==> src/rtl/hx8352_init_seq_pkg.sv <==
// -----------------------------------------------------------------------------
// hx8352_init_seq_pkg
// Shared definitions for the HX8352 panel init sequencer:
//   CMD_DELAY / CMD_DONE  - reserved command codes in the init ROM
//   seq_state_t           - sequencer state encoding
//   wr_phase_t            - bus-write engine phase encoding
// -----------------------------------------------------------------------------
package hx8352_init_seq_pkg;

    localparam logic [7:0] CMD_DELAY = 8'hFE;
    localparam logic [7:0] CMD_DONE  = 8'hFF;

    typedef enum logic [3:0] {
        IDLE,
        FETCH,
        DECODE,
        IDX_SETUP,
        IDX_LOW,
        IDX_HOLD,
        DAT_SETUP,
        DAT_LOW,
        DAT_HOLD,
        DELAY,
        FINISH
    } seq_state_t;

    typedef enum logic [1:0] {
        WR_IDLE,
        WR_SETUP,
        WR_LOW,
        WR_HOLD
    } wr_phase_t;

endpackage

==> src/rtl/hx8352_bus_wr.sv <==
// -----------------------------------------------------------------------------
// hx8352_bus_wr
// 8080-style write engine: setup (1 cycle), wr_n low (WR_LOW_CYC cycles),
// hold (1 cycle). A go seen during hold chains the next write immediately with
// chip select kept low; otherwise chip select is released after hold.
// Ports:
//   clk, rst      - clock, asynchronous active-high reset
//   i_go          - start a write (sampled while idle or in hold)
//   i_rs, i_byte  - register-select level and low data byte for the write
//   o_ack         - high in the last wr_n-low cycle; hold follows next cycle
//   o_lcd_*       - registered panel pins (rd_n tied high, db[15:8] zero)
// -----------------------------------------------------------------------------
module hx8352_bus_wr
    import hx8352_init_seq_pkg::*;
#(
    parameter int WR_LOW_CYC = 2
) (
    input  logic        clk,
    input  logic        rst,
    input  logic        i_go,
    input  logic        i_rs,
    input  logic [7:0]  i_byte,
    output logic        o_ack,
    output logic        o_lcd_cs_n,
    output logic        o_lcd_rs,
    output logic        o_lcd_wr_n,
    output logic        o_lcd_rd_n,
    output logic [15:0] o_lcd_db
);

    localparam logic [15:0] LOW_LAST = 16'(WR_LOW_CYC - 1);

    wr_phase_t   r_phase;
    logic [15:0] r_low_cnt;
    logic        r_cs_n;
    logic        r_rs;
    logic        r_wr_n;
    logic [7:0]  r_db;

    always_ff @(posedge clk or posedge rst) begin
        if (rst) begin
            r_phase   <= WR_IDLE;
            r_low_cnt <= '0;
            r_cs_n    <= 1'b1;
            r_rs      <= 1'b1;
            r_wr_n    <= 1'b1;
            r_db      <= '0;
        end else begin
            case (r_phase)
                WR_IDLE: begin
                    if (i_go) begin
                        r_phase <= WR_SETUP;
                        r_cs_n  <= 1'b0;
                        r_rs    <= i_rs;
                        r_db    <= i_byte;
                        r_wr_n  <= 1'b1;
                    end
                end
                WR_SETUP: begin
                    r_phase   <= WR_LOW;
                    r_wr_n    <= 1'b0;
                    r_low_cnt <= '0;
                end
                WR_LOW: begin
                    if (r_low_cnt == LOW_LAST) begin
                        r_phase <= WR_HOLD;
                        r_wr_n  <= 1'b1;
                    end else begin
                        r_low_cnt <= r_low_cnt + 16'd1;
                    end
                end
                WR_HOLD: begin
                    // Chaining keeps cs_n low so index and parameter form one transaction.
                    if (i_go) begin
                        r_phase <= WR_SETUP;
                        r_rs    <= i_rs;
                        r_db    <= i_byte;
                    end else begin
                        r_phase <= WR_IDLE;
                        r_cs_n  <= 1'b1;
                    end
                end
                default: r_phase <= WR_IDLE;
            endcase
        end
    end

    assign o_ack      = (r_phase == WR_LOW) && (r_low_cnt == LOW_LAST);
    assign o_lcd_cs_n = r_cs_n;
    assign o_lcd_rs   = r_rs;
    assign o_lcd_wr_n = r_wr_n;
    assign o_lcd_rd_n = 1'b1;
    assign o_lcd_db   = {8'h00, r_db};

endmodule

==> src/rtl/hx8352_init_seq.sv <==
// -----------------------------------------------------------------------------
// hx8352_init_seq
// Walks a registered command ROM of {cmd, val} words and replays it onto an
// HX8352 8080-style bus: ordinary words become an index write followed by a
// parameter write, CMD_DELAY waits val milliseconds, CMD_DONE ends the run.
// Ports:
//   clk, rst   - clock, asynchronous active-high reset
//   start      - one-cycle pulse, accepted only in IDLE or FINISH
//   rom_addr   - ROM address; rom_data valid one cycle later
//   rom_data   - {cmd[15:8], val[7:0]}
//   lcd_*      - registered panel pins
//   busy, done - sequence running / sequence completed (sticky)
// -----------------------------------------------------------------------------
module hx8352_init_seq
    import hx8352_init_seq_pkg::*;
#(
    parameter int CLK_HZ     = 50_000_000,
    parameter int WR_LOW_CYC = 2,
    parameter int MS_TICKS   = CLK_HZ / 1000
) (
    input  logic        clk,
    input  logic        rst,
    input  logic        start,
    output logic [7:0]  rom_addr,
    input  logic [15:0] rom_data,
    output logic        lcd_cs_n,
    output logic        lcd_rs,
    output logic        lcd_wr_n,
    output logic        lcd_rd_n,
    output logic [15:0] lcd_db,
    output logic        busy,
    output logic        done
);

    seq_state_t  r_state;
    logic [7:0]  r_rom_addr;
    logic [7:0]  r_val;
    logic [31:0] r_dly_cnt;
    logic [31:0] r_dly_tgt;
    logic        r_busy;
    logic        r_done;

    logic        w_go;
    logic        w_rs;
    logic [7:0]  w_byte;
    logic        w_ack;
    logic [7:0]  w_cmd;

    assign w_cmd = rom_data[15:8];

    // The index write is launched from DECODE so IDX_SETUP lines up with the
    // engine's setup cycle; the parameter write is chained from IDX_HOLD.
    always_comb begin
        w_go   = 1'b0;
        w_rs   = 1'b0;
        w_byte = w_cmd;
        if (r_state == DECODE && w_cmd != CMD_DONE && w_cmd != CMD_DELAY) begin
            w_go = 1'b1;
        end else if (r_state == IDX_HOLD) begin
            w_go   = 1'b1;
            w_rs   = 1'b1;
            w_byte = r_val;
        end
    end

    hx8352_bus_wr #(
        .WR_LOW_CYC (WR_LOW_CYC)
    ) u_bus_wr (
        .clk        (clk),
        .rst        (rst),
        .i_go       (w_go),
        .i_rs       (w_rs),
        .i_byte     (w_byte),
        .o_ack      (w_ack),
        .o_lcd_cs_n (lcd_cs_n),
        .o_lcd_rs   (lcd_rs),
        .o_lcd_wr_n (lcd_wr_n),
        .o_lcd_rd_n (lcd_rd_n),
        .o_lcd_db   (lcd_db)
    );

    always_ff @(posedge clk or posedge rst) begin
        if (rst) begin
            r_state    <= IDLE;
            r_rom_addr <= '0;
            r_val      <= '0;
            r_dly_cnt  <= '0;
            r_dly_tgt  <= '0;
            r_busy     <= 1'b0;
            r_done     <= 1'b0;
        end else begin
            case (r_state)
                IDLE, FINISH: begin
                    if (start) begin
                        r_rom_addr <= '0;
                        r_done     <= 1'b0;
                        r_busy     <= 1'b1;
                        r_state    <= FETCH;
                    end
                end
                FETCH: r_state <= DECODE;
                DECODE: begin
                    r_val <= rom_data[7:0];
                    if (w_cmd == CMD_DONE) begin
                        r_state <= FINISH;
                        r_done  <= 1'b1;
                        r_busy  <= 1'b0;
                    end else if (w_cmd == CMD_DELAY) begin
                        r_dly_tgt <= 32'(rom_data[7:0]) * 32'(MS_TICKS);
                        r_dly_cnt <= '0;
                        r_state   <= DELAY;
                    end else begin
                        r_state <= IDX_SETUP;
                    end
                end
                IDX_SETUP: r_state <= IDX_LOW;
                IDX_LOW:   if (w_ack) r_state <= IDX_HOLD;
                IDX_HOLD:  r_state <= DAT_SETUP;
                DAT_SETUP: r_state <= DAT_LOW;
                DAT_LOW:   if (w_ack) r_state <= DAT_HOLD;
                DAT_HOLD, DELAY: begin
                    // A zero target still spends one cycle in DELAY.
                    if (r_state == DELAY && (r_dly_cnt + 32'd1) < r_dly_tgt) begin
                        r_dly_cnt <= r_dly_cnt + 32'd1;
                    end else begin
                        r_dly_cnt <= '0;
                        // Address 0xFF is the last entry; never wrap back to 0.
                        if (r_rom_addr == 8'hFF) begin
                            r_state <= FINISH;
                            r_done  <= 1'b1;
                            r_busy  <= 1'b0;
                        end else begin
                            r_rom_addr <= r_rom_addr + 8'd1;
                            r_state    <= FETCH;
                        end
                    end
                end
                default: r_state <= IDLE;
            endcase
        end
    end

    assign rom_addr = r_rom_addr;
    assign busy     = r_busy;
    assign done     = r_done;

endmodule

==> config.mk <==
export PLATFORM = sky130hd
export DESIGN_NAME = hx8352_init_seq
export DESIGN_NICKNAME = d
export VERILOG_FILES = /design/src/rtl/hx8352_init_seq_pkg.sv /design/src/rtl/hx8352_bus_wr.sv /design/src/rtl/hx8352_init_seq.sv
export SDC_FILE = /design/constraint.sdc
export NUM_CORES = 1
export LEC_CHECK = 0
export ABC_AREA = 1
export ABC_CLOCK_PERIOD_IN_PS = 2730
export BUFFER_PORTS_ARGS = -buffer_cell sky130_fd_sc_hd__clkbuf_2
export CORE_UTILIZATION = 28
export CTS_CLUSTER_SIZE = 8
export DETAILED_ROUTE_END_ITERATION = 8
export SETUP_SLACK_MARGIN = 0.15
export SLEW_MARGIN = 5
export SYNTH_ARGS = -nofsm -noshare
export SYNTH_HDL_FRONTEND = slang
export SYNTH_SLANG_ARGS = --single-unit
==> constraint.sdc <==
create_clock -name clk -period 2.73 [get_ports clk]
set_input_delay 0.273 -clock clk [delete_from_list [all_inputs] [get_ports clk]]
set_output_delay 0.273 -clock clk [all_outputs]
set_load 0.05 [all_outputs]
=== After elaboration in Yosys (flattened, before gate mapping) ===
Cells that the tools add are included.
Widths: inputs -> output; s select.

* Register bits: 103
* Input bits: 19
* Output and inout port bits: 30
* Word-level logic and storage cells: 119

* Add/sub/neg operators: 3
* Multiply operators: 1
* $lt $le $gt $ge: 1
* Eq/ne operators: 32
* Muxes and demuxes: 43
* Bitwise gates (word level): 1
* Reductions and logical operators: 25

{| class="wikitable"
|+ Operator list
! operator !! count
|-
| $mux 32 || 3
|-
| $pmux 32 s2 || 1
|-
| $mux 8 || 5
|-
| $pmux 4 s9 || 1
|-
| $add 32x1->32 const B || 1
|-
| $lt 32x24->1 || 1
|-
| $pmux 16 s2 || 1
|-
| $mux 4 || 7
|-
| $eq 8x8->1 const B || 3
|-
| $mul 8x12->20 const B || 1
|-
| $add 16x1->16 const B || 1
|-
| $eq 16x1->1 const B || 1
|-
| $eq 4x3->1 const B || 4
|-
| $mux 1 || 16
|-
| $mux 16 || 1
|-
| $ne 2x2->1 const B || 8
|-
| $ne 8x8->1 const B || 2
|-
| $pmux 8 s2 || 1
|-
| $eq 4x4->1 const B || 3
|-
| $reduce_and 3->1 || 4
|-
| $ne 2x1->1 const B || 5
|-
| $pmux 1 s3 || 3
|-
| $add 8x1->8 const B || 1
|-
| $eq 4x2->1 const B || 2
|-
| other kinds (16) || 30
|}

=== Depth between registers and ports, before layout ===
Gate-level depths: netlist of run 1.

* Word-level depth: 6
* Mapped depth: 21
* Mapped depth without buffers: 20

=== Cells and area by module ===
Synthesis of run 1 repeated with hierarchy kept, for this count alone.

* Cells, all modules: 1,049
* Area total of the unflattened synthesis: 7,982.7 sq um

{| class="wikitable"
|+ Modules (own cells, without submodules)
! module !! times used !! cells each !! area each (sq um) !! seq. area each (sq um)
|-
| hx8352_init_seq || 1 || 835 || 6,251.0 || 1,851.8
|-
| hx8352_bus_wr || 1 || 214 || 1,731.7 || 729.4
|}

=== Least setup slack after synthesis of run 1 ===
No wires, ideal clock.

* Kind: in2reg
* Start point: input rom_data[2]
* End point: register r_dly_tgt[21]
* Setup time: 0.131 ns
* Arrival: 3.268 ns
* Data required time: 2.599 ns
* Path slack: -0.668 ns
* Cell stages on the path: 15
* Buffers on the path: 0
* Cells stage by stage: ha_1 ha_1 inv_1 fa_1 fa_1 inv_1 ha_1 a21oi_1 nand2_1 nand3_1 nand3_1 a21o_1 or2_2 nand3_1 o21ai_0

* Word-level cells in the longest chain between the ends: 1

{| class="wikitable"
|+ Ends and longest elaborated chain
! what !! line !! source
|-
| start: declaration || hx8352_init_seq.sv:25 || <nowiki>input logic [15:0] rom_data,</nowiki>
|-
| $mul 8x12->20 || hx8352_init_seq.sv:109 || <nowiki>r_dly_tgt <= 32'(rom_data[7:0]) * 32'(MS_TICKS);</nowiki>
|-
| end signal: assignment || hx8352_init_seq.sv:109 ||
|-
| end: declaration || hx8352_init_seq.sv:39 || <nowiki>logic [31:0] r_dly_tgt;</nowiki>
|}

Every way passes these cells.
A chain may end at the register's enable or synchronous reset.

=== Worst setup path in the final report of run 1 ===
* Start point: register r_dly_cnt[1]
* End point: register r_state[2]

* Word-level cells in the longest chain between the ends: 5

{| class="wikitable"
|+ Ends and longest elaborated chain
! what !! line !! source
|-
| start: declaration || hx8352_init_seq.sv:38 || <nowiki>logic [31:0] r_dly_cnt;</nowiki>
|-
| start signal: assignment || hx8352_init_seq.sv:124 || <nowiki>r_dly_cnt <= r_dly_cnt + 32'd1;</nowiki>
|-
| $add 32x1->32 || hx8352_init_seq.sv:123 || <nowiki>if (r_state == DELAY && (r_dly_cnt + 32'd1) < r_dly_tgt) begin</nowiki>
|-
| $lt 32x24->1 || hx8352_init_seq.sv:123 ||
|-
| $logic_and 1x1->1 || hx8352_init_seq.sv:123 ||
|-
| $ne 2x2->1 (no line) || -- ||
|-
| $reduce_and 4->1 (no line) || -- ||
|-
| end signal: assignment || hx8352_init_seq.sv:120 || <nowiki>DAT_LOW: if (w_ack) r_state <= DAT_HOLD;</nowiki>
|-
| end signal: assignment || hx8352_init_seq.sv:129 || <nowiki>r_state <= FINISH;</nowiki>
|-
| end signal: assignment || hx8352_init_seq.sv:134 || <nowiki>r_state <= FETCH;</nowiki>
|-
| end: declaration || hx8352_init_seq.sv:35 || <nowiki>seq_state_t r_state;</nowiki>
|}

Every way passes these cells.

==> results of run 1 <==
[report_power, final]
part           total [mW]  switching (mW)  internal [mW]  leakage [nW]
clock network        1.35           0.620          0.726         0.146
logic                1.73           0.854          0.874          4.00
registers            1.52               0           1.52          1.16
[sequential cells by signal, summed over array words and instances, names as in the netlist, 2 cells and up]
register	cells
r_dly_cnt	32
r_dly_tgt	20
u_bus_wr.r_low_cnt	16
r_val	8
rom_addr	8
u_bus_wr.r_db	8
r_state	4
u_bus_wr.r_phase	2
[worst max-delay path, stage by stage (launching register included)]
cell and delay (ns):
dfrtp_1 0.44, nand3_2 0.14, nor2_4 0.16, nand2_2 0.10
nor4_4 0.31, xor2_2 0.23, ha_1 0.28, a21oi_2 0.14
nor3b_2 0.19, o211ai_1 0.14, nor2_1 0.20, nand3_4 0.19
buf_6 0.20, nand2_2 0.05, o21ai_1 0.07
[layout by cell type, fill, tap and decap left out, types with 4 or more instances in the layout]
| cell type | instances |
|---|---|
| dfrtp_1 | 99 |
| nor2_4 | 6 |
| nor3_1 | 11 |
| nand2_4 | 7 |
| buf_4 | 137 |
| clkbuf_16 | 10 |
| nand2_1 | 257 |
| ha_4 | 23 |
| o22ai_1 | 10 |
| o21ai_2 | 7 |
| nand3_1 | 33 |
| nor2_1 | 94 |
| a21oi_2 | 5 |
| nor4_1 | 7 |
| fa_1 | 10 |
| o21ai_0 | 44 |
| xnor2_1 | 4 |
| xor2_1 | 28 |
| conb_1 | 9 |
| o31ai_1 | 8 |
| buf_6 | 16 |
| inv_1 | 137 |
| nand3_2 | 15 |
| clkinv_1 | 5 |
| ha_1 | 56 |
| nor2_2 | 10 |
| clkbuf_2 | 33 |
| nand4_1 | 24 |
| a21oi_1 | 17 |
| xor2_2 | 5 |
| o21ai_1 | 23 |
| inv_2 | 12 |
| nand2_2 | 12 |
[routing by layer]
layer / GRT usage (%) / share of wire [%] / vias to the layer above
met5: 0 / 0 / -
met3: 2.00 / 2.6 / 17
met4: 2.95 / 1.1 / 0
met2: 25.4 / 49 / 105
li1: - / - / 3714
met1: 19.9 / 47 / 3444
[stage by stage]
step	instance area (um^2)	util [%]	setup TNS (ns)	worst slack, ns
after global routing	10600	39.3	-15.87	-0.410
after CTS	10100	37.6	-7.37	-0.226
final	10600	39.3	-9.38	-0.257
after global placement	9540	35.4	-18.37	-0.609
after detailed placement	9540	35.4	-21.76	-0.640
after floorplan	8050	-	-1.65	-0.309
[layout make-up]
class	count	area, um^2	share of cell area [%]
inverter	157	603	5.69
timing repair buffer	195	1530	14.4
tap	341	427	4.03
clock buffer	11	233	2.20
sequential	103	2580	24.4
multi-input combinational	765	5150	48.6
clock inverter	5	67.6	0.638
[synthesized netlist by cell type, types with 13 or more instances]
master and count:
nor2_1 106, o21ai_0 63, ha_1 80, dfrtp_1 100
o22ai_1 13, nand2_1 275, inv_1 152, nand3_1 48
a21oi_1 25, nand4_1 24, xor2_1 33, nor3_1 14
[what timing repair did]
item / CTS / global route
hold buffers: 1 / 0
endpoints found under the setup margin: 50 / 51
gates cloned: 1 / 0
pin swaps: 32 / 42
resized for setup: 58 / 79
buffers inserted: 7 / 17
hold endpoints to repair: 8 / 0
[cell families after synthesis]
kind of cell	synth area share [%]
compound gates	9.41
fa+ha+maj	16.1
buf+inv	9.44
other cells	0.0976
flops	33.5
simple gates	27.2
xor+xnor	4.21
[how the worst max path moves through the flow]
stage          slack [ns]                         to
2_1_floorplan       -0.31  r_dly_tgt[21]$_DFFE_PP0P_
3_3_place_gp        -0.61  r_dly_tgt[23]$_DFFE_PP0P_
3_5_place_dp        -0.64  r_dly_tgt[23]$_DFFE_PP0P_
4_1_cts             -0.23     r_state[2]$_DFFE_PP0P_
5_1_grt             -0.41    rom_addr[1]$_DFFE_PP0P_
6_report            -0.26     r_state[2]$_DFFE_PP0P_
==> impl_metrics.yaml, run 1 <==
synthesis:
  syn_area_mm2: 0.00770
  synth.area.top_cells: "dfrtp_1, nand2_1, ha_1, inv_1, nor2_1"
  yosysWarnings: 0
  syn_inst: 1044
  ys_ff_latch: 103
  synthDominantCellAreaShare_pct: 32.5
  synthFlopType: "dfrtp_1"
  synth_seq_area_share_pct: 33.5
  synth-async-reset-ratio_pct: 100
  ys_types: 41
  synth_largest_area_cell: "dfrtp_1"
  syn_area_per_cell_um2: 7.37
  synth-edff-count: 0
worst_hold_path:
  hold_start: "rom_data[13]"
  min_path_cells: 3
  min-delay-path-class: "primary input to flip-flop"
  worstHoldEndpoint: "u_bus_wr.r_db[5]$_DFFE_PP0P_"
sta:
  max_freq_ghz: 0.335
  min_period_ns: 2.99
  final.setup.worst_slack_ns: -0.257
  slew_headroom_pct: 54.4
  final_max_slew_viol_count: 0
  fin_crit_sh_pct: 109
  finalHoldViolCount: 0
  clock_skew_ns: 0.0132
  grt_setup_unrepaired: "true"
  finalSetupViolCount: 49
  hold_slack_ns: 0.234
  worstMarginPinSlew_ns: 0.677
routing:
  remaining_drc_errors: 0
  dr.pass1.iters: 5
  drt_iter0_drc: 464
  drt.antenna.violating_nets: 0
  post_drt_via_cell_ratio: 4.62
  vias: 7280
  wl_um: 20300
  avgRoutedWirePerCell_um: 12.9
clocking:
  cts_max_path_buffers: 2
  htree_levels: 3
  cts_buffers: 9
  cts_tree: "yes"
  cts.sinks: 103
  cts.clk_slew.worst_paths_ns: 0.08
  clk_latency_ns: 0.36
  cts-root-buf: "clkbuf_16"
cells_and_area:
  num-nets-final: 1342
  layoutNonFillerInstCount: 1577
  antenna_cells: 0
  final_layout_size_suffix_gt1_share_pct: 27.8
  area_delta_synth_final_pct: 37.6
  fillers: 2668
placed_design:
  gp_congestion: 0.875
  hpwl_um: 15300
  placedCellCount: 1535
  io_buffers: 39
global_routing:
  grt_pass1_wl_um: 34400
  grt_start_max_net_pins: 49
  grt_antenna_before_repair: 0
  first_global_vias: 7209
  globalRouteOverflowTotal: 0
  track_usage_pct: 14.8
status:
  violations: "negative setup slack"
  run_status: "complete, but fails checks"
floorplanning:
  ioPinCount: 49
  coreArea_mm2: 0.0270
  die_x_um: 168
  rows: 60
  initial_core_util_pct: 28.6
  die_area_mm2: 0.0282
  die_y_um: 168
worst_setup_path:
  cp-start-kind: "flip-flop"
  critPathArrivalTime_ns: 3.19
  r2r-end: "r_state[2]$_DFFE_PP0P_"
  startpoint: "r_dly_cnt[1]$_DFFE_PP0P_"
  r2r-start: "r_dly_cnt[1]$_DFFE_PP0P_"
  timing.setup.critical_path_class: "flip-flop to flip-flop"
  worstPathRequired_ns: 2.94
  critPathMaxFanout: 7
  crit_path_end_kind: "flip-flop"
  reg2reg_slack_ns: -0.26
  reg2reg_depth: 14
pwr:
  power_density_mw_per_mm2: 434
  leakagePower_nw: 5.30
  peakVddDrop_mv: 0.368
  finalPower_mw: 4.60
job:
  max_cap_violations: 0
(Power assumes the default switching activity.)
==> run 2: changes to the inputs <==
ABC_AREA = unset   (was 1)
BUFFER_PORTS_ARGS = -buffer_cell sky130_fd_sc_hd__buf_2   (was -buffer_cell sky130_fd_sc_hd__clkbuf_2)
==> run 2 against run 1 <==
  * The run ends with negative hold slack, negative setup slack left
  * Die area shrank 5.3%
  * Clock-buffer cell count fell by 2
  * Clock skew about the same
  * Hold slack lost 0.24 ns
  * Core utilization up 1.6 points
  * Global-route usage shrank 0.28 points
  * Maximum frequency down 24%
  * Clock power down 6%
  * Largest cell class unchanged
  * Largest power group unchanged
==> impl_metrics.yaml, run 2 <==
status:
  run_status: "complete, but fails checks"
  violations: "negative hold slack, negative setup slack"
sta:
  final.setup.worst_slack_ns: -1.19
  worstMarginPinSlew_ns: 0.619
  finalHoldViolCount: 1
  finalSetupViolCount: 47
  grt_setup_unrepaired: "true"
  hold_slack_ns: -0.000892
  tns_ns: -45.74
  fin_crit_sh_pct: 144
  min_period_ns: 3.92
  slew_headroom_pct: 58.7
  clock_skew_ns: 0.0128
  max_freq_ghz: 0.255
  final_max_slew_viol_count: 0
synthesis:
  yosysWarnings: 0
  synth-async-reset-ratio_pct: 100
  ys_ff_latch: 103
  synth_most_common_cell: "dfrtp_1"
  syn_area_mm2: 0.00729
  yosys-top-cells-count: "dfrtp_1, inv_1, ha_1"
  synth_largest_area_cell: "dfrtp_1"
  syn_inst: 798
  synth.area.top_cells: "dfrtp_1, ha_1, inv_1, xnor2_1, fa_1"
  synthFlopType: "dfrtp_1"
  syn_area_per_cell_um2: 9.13
  synthDominantCellAreaShare_pct: 34.3
  ys_types: 65
  synth-edff-count: 0
  synth_seq_area_share_pct: 35.4
global_routing:
  globalRouteOverflowTotal: 0
  first_global_vias: 6267
  track_usage_pct: 14.5
  grt_start_max_net_pins: 104
  grt_antenna_before_repair: 0
  grt_pass1_wl_um: 30900
cells_and_area:
  largest_reg_flops: 32
  area_delta_synth_final_pct: 42.1
  layoutNonFillerInstCount: 1351
  final_layout_size_suffix_gt1_share_pct: 36.7
  num-nets-final: 1127
  layout_common_cells: "buf_4, dfrtp_1, inv_1, ha_1, nor2_1"
  largest-register: "r_dly_cnt"
  final_util_pct: 40.9
  antenna_cells: 0
  final_common_cell: "buf_4"
  fillers: 2398
  top_regs: "r_dly_cnt (32), r_dly_tgt (20), u_bus_wr.r_low_cnt (16)"
routing:
  drt.antenna.violating_nets: 0
  dr.max_layer_used: "met4"
  dr.pass1.iters: 5
  post_drt_via_cell_ratio: 4.75
  drt-met1-wl_um: 9290
  wl_met3_um: 616
  remaining_drc_errors: 0
  wl_met2_um: 9090
  wl_um: 19400
  vias: 6418
  drt_iter0_drc: 384
  avgRoutedWirePerCell_um: 14.4
floorplanning:
  coreArea_mm2: 0.0253
  die_area_mm2: 0.0267
  die_x_um: 163
  rows: 58
  initial_core_util_pct: 28.8
  die_y_um: 163
  ioPinCount: 49
placed_design:
  dpl_worst_slack_ns: -1.32
  hpwl_um: 13400
  gp_congestion: 0.827
  placedCellCount: 1291
  io_buffers: 39
worst_setup_path:
  r2r-start: "r_dly_cnt[1]$_DFFE_PP0P_"
  startpoint: "r_dly_cnt[1]$_DFFE_PP0P_"
  timing.setup.critical_path_class: "flip-flop to flip-flop"
  critPathArrivalTime_ns: 4.21
  worstPathRequired_ns: 3.02
  critPathMaxFanout: 6
  crit_path_end_kind: "flip-flop"
  cp-start-kind: "flip-flop"
clocking:
  cts.clk_slew.worst_paths_ns: 0.08
  cts_hold_buf: 0
  cts_max_path_buffers: 2
  htree_levels: 3
  clk_latency_ns: 0.37
  cts_tree: "yes"
  cts-root-buf: "clkbuf_16"
  cts.sinks: 103
  cts_buffers: 9
pwr:
  finalPower_mw: 7.72
  peakVddDrop_mv: 0.501
  power_density_mw_per_mm2: 746
  leakagePower_nw: 4.82
job:
  max_cap_violations: 0
worst_hold_path:
  min-delay-path-class: "primary input to async pin"
==> run 2: cell count changes after synthesis, sizes merged, moves of 11 or more <==
cell / change
nor2: -56
and3: +17
o21ai: -19
a21oi: +21
xnor2: +25
mux2: +13
inv: -60
or3: +11
o22ai: -12
mux2i: +14
xor2: -14
nand2: -230
==> run 2: worst paths after layout <==
kind	endpoint	slack (ns)	cells past startpoint
setup reg to reg	r_dly_cnt[12]$_DFFE_PP0P_	-1.19	19
setup / recovery	r_dly_cnt[12]$_DFFE_PP0P_	-1.19	19
min in group clk	u_bus_wr.r_db[4]$_DFFE_PP0P_	0.23	3
hold / removal	rom_addr[2]$_DFFE_PP0P_	-0.0009	3
max in group asynchronous	r_dly_cnt[7]$_DFFE_PP0P_	2.21	3
hold reg to reg	r_dly_tgt[4]$_DFFE_PP0P_	0.47	2
==> run 2: cell families (layout without fill, tap and decap cells) <==
group | count (synthesis) | count (layout) | synth area share [%]
fa+ha+maj | 92 | 92 | 17.0
mux | 27 | 27 | 4.09
compound gates | 158 | 158 | 13.1
other cells | 2 | 9 | 0.103
simple gates | 246 | 246 | 17.5
xor+xnor | 48 | 48 | 5.77
flops | 103 | 103 | 35.4
buf+inv | 122 | 338 | 7.01
==> run 2: timing repair <==
item,4_1_cts,5_1_grt
endpoints found under the setup margin,49,50
pin swaps,45,49
resized for setup,59,57
gates cloned,1,3
buffers inserted,29,11
==> run 2: report_power, final <==
part | internal [mW] | total [mW] | switching (mW)
registers | 1.91 | 2.18 | 0.271
logic | 1.94 | 4.26 | 2.32
clock network | 0.629 | 1.27 | 0.644
total | 4.48 | 7.72 | 3.24
==> run 2: worst max-delay path, stage by stage, from the launching register on <==
cell and delay [ns]:
dfrtp_1 0.37, buf_6 0.11, ha_4 0.15, nand3_4 0.07, or4_4 0.46, nor3_4 0.16
nand3_2 0.13, nor2_2 0.13, xnor2_1 0.17, ha_1 0.30, a211oi_2 0.25, o21ai_1 0.11
a221o_1 0.35, nand4b_1 0.21, and3b_2 0.31, buf_8 0.15, buf_12 0.12, buf_16 0.13
nand3_2 0.07, o21ai_1 0.09
==> run 2: area by class of cell <==
cell class | count | area (um^2) | share of cell area (%)
Inverter | 92 | 349 | 3.37
Clock buffer | 9 | 225 | 2.18
Sequential cell | 103 | 2580 | 24.9
Timing Repair Buffer | 230 | 1860 | 18.0
Tap cell | 330 | 413 | 3.99
Multi-Input combinational cell | 580 | 4860 | 47.0
Clock inverter | 7 | 56.3 | 0.544
==> run 2: metrics by stage <==
step	hold WS, ns	instance area (um^2)
finish	-0.000892	10300
global route	0.124	10300
CTS	0.0990	9920
detailed placement	0.464	9130
global placement	0.460	9130
floorplan	0.425	7560
==> run 2: metal layers <==
layer,GRT usage [%],vias up
met1,19.9,3056
met3,2.59,30
met4,3.95,0
li1,-,3223
met2,23.3,109
met5,0,-
==> run 3: changes to the inputs <==
BUFFER_PORTS_ARGS = -buffer_cell sky130_fd_sc_hd__buf_4   (was -buffer_cell sky130_fd_sc_hd__buf_2)
==> run 3 against run 2 <==
  * The flow finishes with violations (negative setup slack)
  * Final area shrank 0.93%
  * Critical path depth shrank 2
  * Combinational power increased by 4%
  * Critical path type unchanged
  * Largest cell class unchanged
==> impl_metrics.yaml, run 3 (synthesis gave the netlist of run 2 again) <==
status:
  run_status: "complete, but fails checks"
  violations: "negative setup slack"
worst_hold_path:
  min-delay-path-class: "primary input to async pin"
floorplanning:
  coreArea_mm2: 0.0253
  rows: 58
  die_x_um: 163
  die_area_mm2: 0.0267
  die_y_um: 163
  ioPinCount: 49
  initial_core_util_pct: 28.8
worst_setup_path:
  slowest_delay_ns: 0.45
  startpoint: "r_dly_cnt[0]$_DFFE_PP0P_"
  crit_chain: "buf_6, ha_4, nand3_4, or4_4, nor3_4, nand3_2, or3_4, xnor2_4, ha_4, a21o_1, a21o_1, a221o_1, nand4b_1, and3b_2, buf_6, nor2_4, mux2_4"
  crit_family: "simple AND/OR/NAND/NOR gates"
  worstPathRequired_ns: 2.98
  critPathMaxFanout: 4
  crit_path_end_kind: "flip-flop"
  timing.setup.critical_path_class: "flip-flop to flip-flop"
  crit_buf_inv: 2
  cp-start-kind: "flip-flop"
  critPathArrivalTime_ns: 4.10
  worst_path_max_delay_cell: "or4_4"
  r2r-start: "r_dly_cnt[0]$_DFFE_PP0P_"
pwr:
  peakVddDrop_mv: 0.597
  finalPower_mw: 7.95
  leakagePower_nw: 4.76
  power_density_mw_per_mm2: 775
sta:
  finalHoldViolCount: 0
  clock_skew_ns: 0.0151
  worstMarginPinSlew_ns: 0.875
  finalSetupViolCount: 48
  final_max_slew_viol_count: 0
  grt_setup_unrepaired: "true"
  final.setup.worst_slack_ns: -1.13
  fin_crit_sh_pct: 141
  max_freq_ghz: 0.259
  tns_ns: -42.72
  slew_headroom_pct: 41.6
  min_period_ns: 3.86
  hold_slack_ns: 0.0848
cells_and_area:
  final_common_cell: "buf_4"
  antenna_cells: 0
  final_util_pct: 40.5
  largest_reg_flops: 32
  fillers: 2445
  final_layout_size_suffix_gt1_share_pct: 34.2
  area_delta_synth_final_pct: 40.7
  stdcell_area_mm2: 0.0103
  largest-register: "r_dly_cnt"
  layout_common_cells: "buf_4, dfrtp_1, inv_1, ha_1, nor2_1"
  top_regs: "r_dly_cnt (32), r_dly_tgt (20), u_bus_wr.r_low_cnt (16)"
  seq_area_mm2: 0.00258
  num-nets-final: 1099
  multi_input_area_mm2: 0.00493
  layoutNonFillerInstCount: 1323
placed_design:
  post_dp_cell_area_mm2: 0.00921
  dpl_worst_slack_ns: -1.34
  io_buffers: 39
  hpwl_um: 13600
  placedCellCount: 1284
  gp_congestion: 0.842
clocking:
  cts.sinks: 103
  htree_levels: 3
  cts_tree: "yes"
  cts_buffers: 9
  cts_max_path_buffers: 2
  cts.clk_slew.worst_paths_ns: 0.08
  cts-root-buf: "clkbuf_16"
  cts_hold_buf: 0
  clk_latency_ns: 0.36
routing:
  vias: 6274
  wl_um: 18800
  remaining_drc_errors: 0
  drt.antenna.violating_nets: 0
  drt_iter0_drc: 287
  avgRoutedWirePerCell_um: 14.2
  post_drt_via_cell_ratio: 4.74
  dr.pass1.iters: 5
global_routing:
  grt_pass1_wl_um: 30600
  grt_start_max_net_pins: 40
  track_usage_pct: 14.3
  globalRouteOverflowTotal: 0
  first_global_vias: 6174
  grt_antenna_before_repair: 0
job:
  max_cap_violations: 0
run 3: cell types whose count changed in the layout (fill, tap and decap cells not counted), sizes merged:
cell / delta
buf: -26
clkbuf: -1
clkinv: -2
clkinvlp: -3
inv: +4
run 3: layout make-up:
class | instances | share of cell area (%)
Multi-Input combinational cell | 580 | 48.1
Sequential cell | 103 | 25.2
Timing Repair Buffer | 202 | 16.4
Tap cell | 330 | 4.03
Inverter | 92 | 3.40
Clock buffer | 10 | 2.33
Clock inverter | 6 | 0.561
run 3: repair_timing:
action | CTS | global route
setup buffers | 14 | 8
cloned | 0 | 1
endpoints found under the setup margin | 49 | 49
pin swaps | 41 | 38
resized for setup | 67 | 44
run 3: path summary, 6_finish.rpt:
kind,end,depth (start not counted),slack (ns)
worst max register to register,rom_addr[0]$_DFFE_PP0P_,17,-1.13
worst max-delay path,rom_addr[0]$_DFFE_PP0P_,17,-1.13
max in group asynchronous,r_dly_tgt[15]$_DFFE_PP0P_,3,1.99
min in group clk,r_val[4]$_DFFE_PP0P_,2,0.18
worst min register to register,r_dly_tgt[11]$_DFFE_PP0P_,2,0.48
worst min-delay path,busy$_DFFE_PP0P_,2,0.08
run 3: power by group:
group	leakage (nW)	internal, mW	switching, mW
Sequential	1.31	1.91	0.285
Combinational	3.30	2.04	2.37
Clock	0.148	0.672	0.673
run 3: metal layers:
layer  vias to the layer above  GRT usage [%]  part of all wire (%)
li1                       3160              -                     -
met1                      3021           20.0                    50
met2                        82           22.9                    46
met3                        11           2.41                   2.6
met4                         0           3.23                  0.88
met5                         -              0                     0
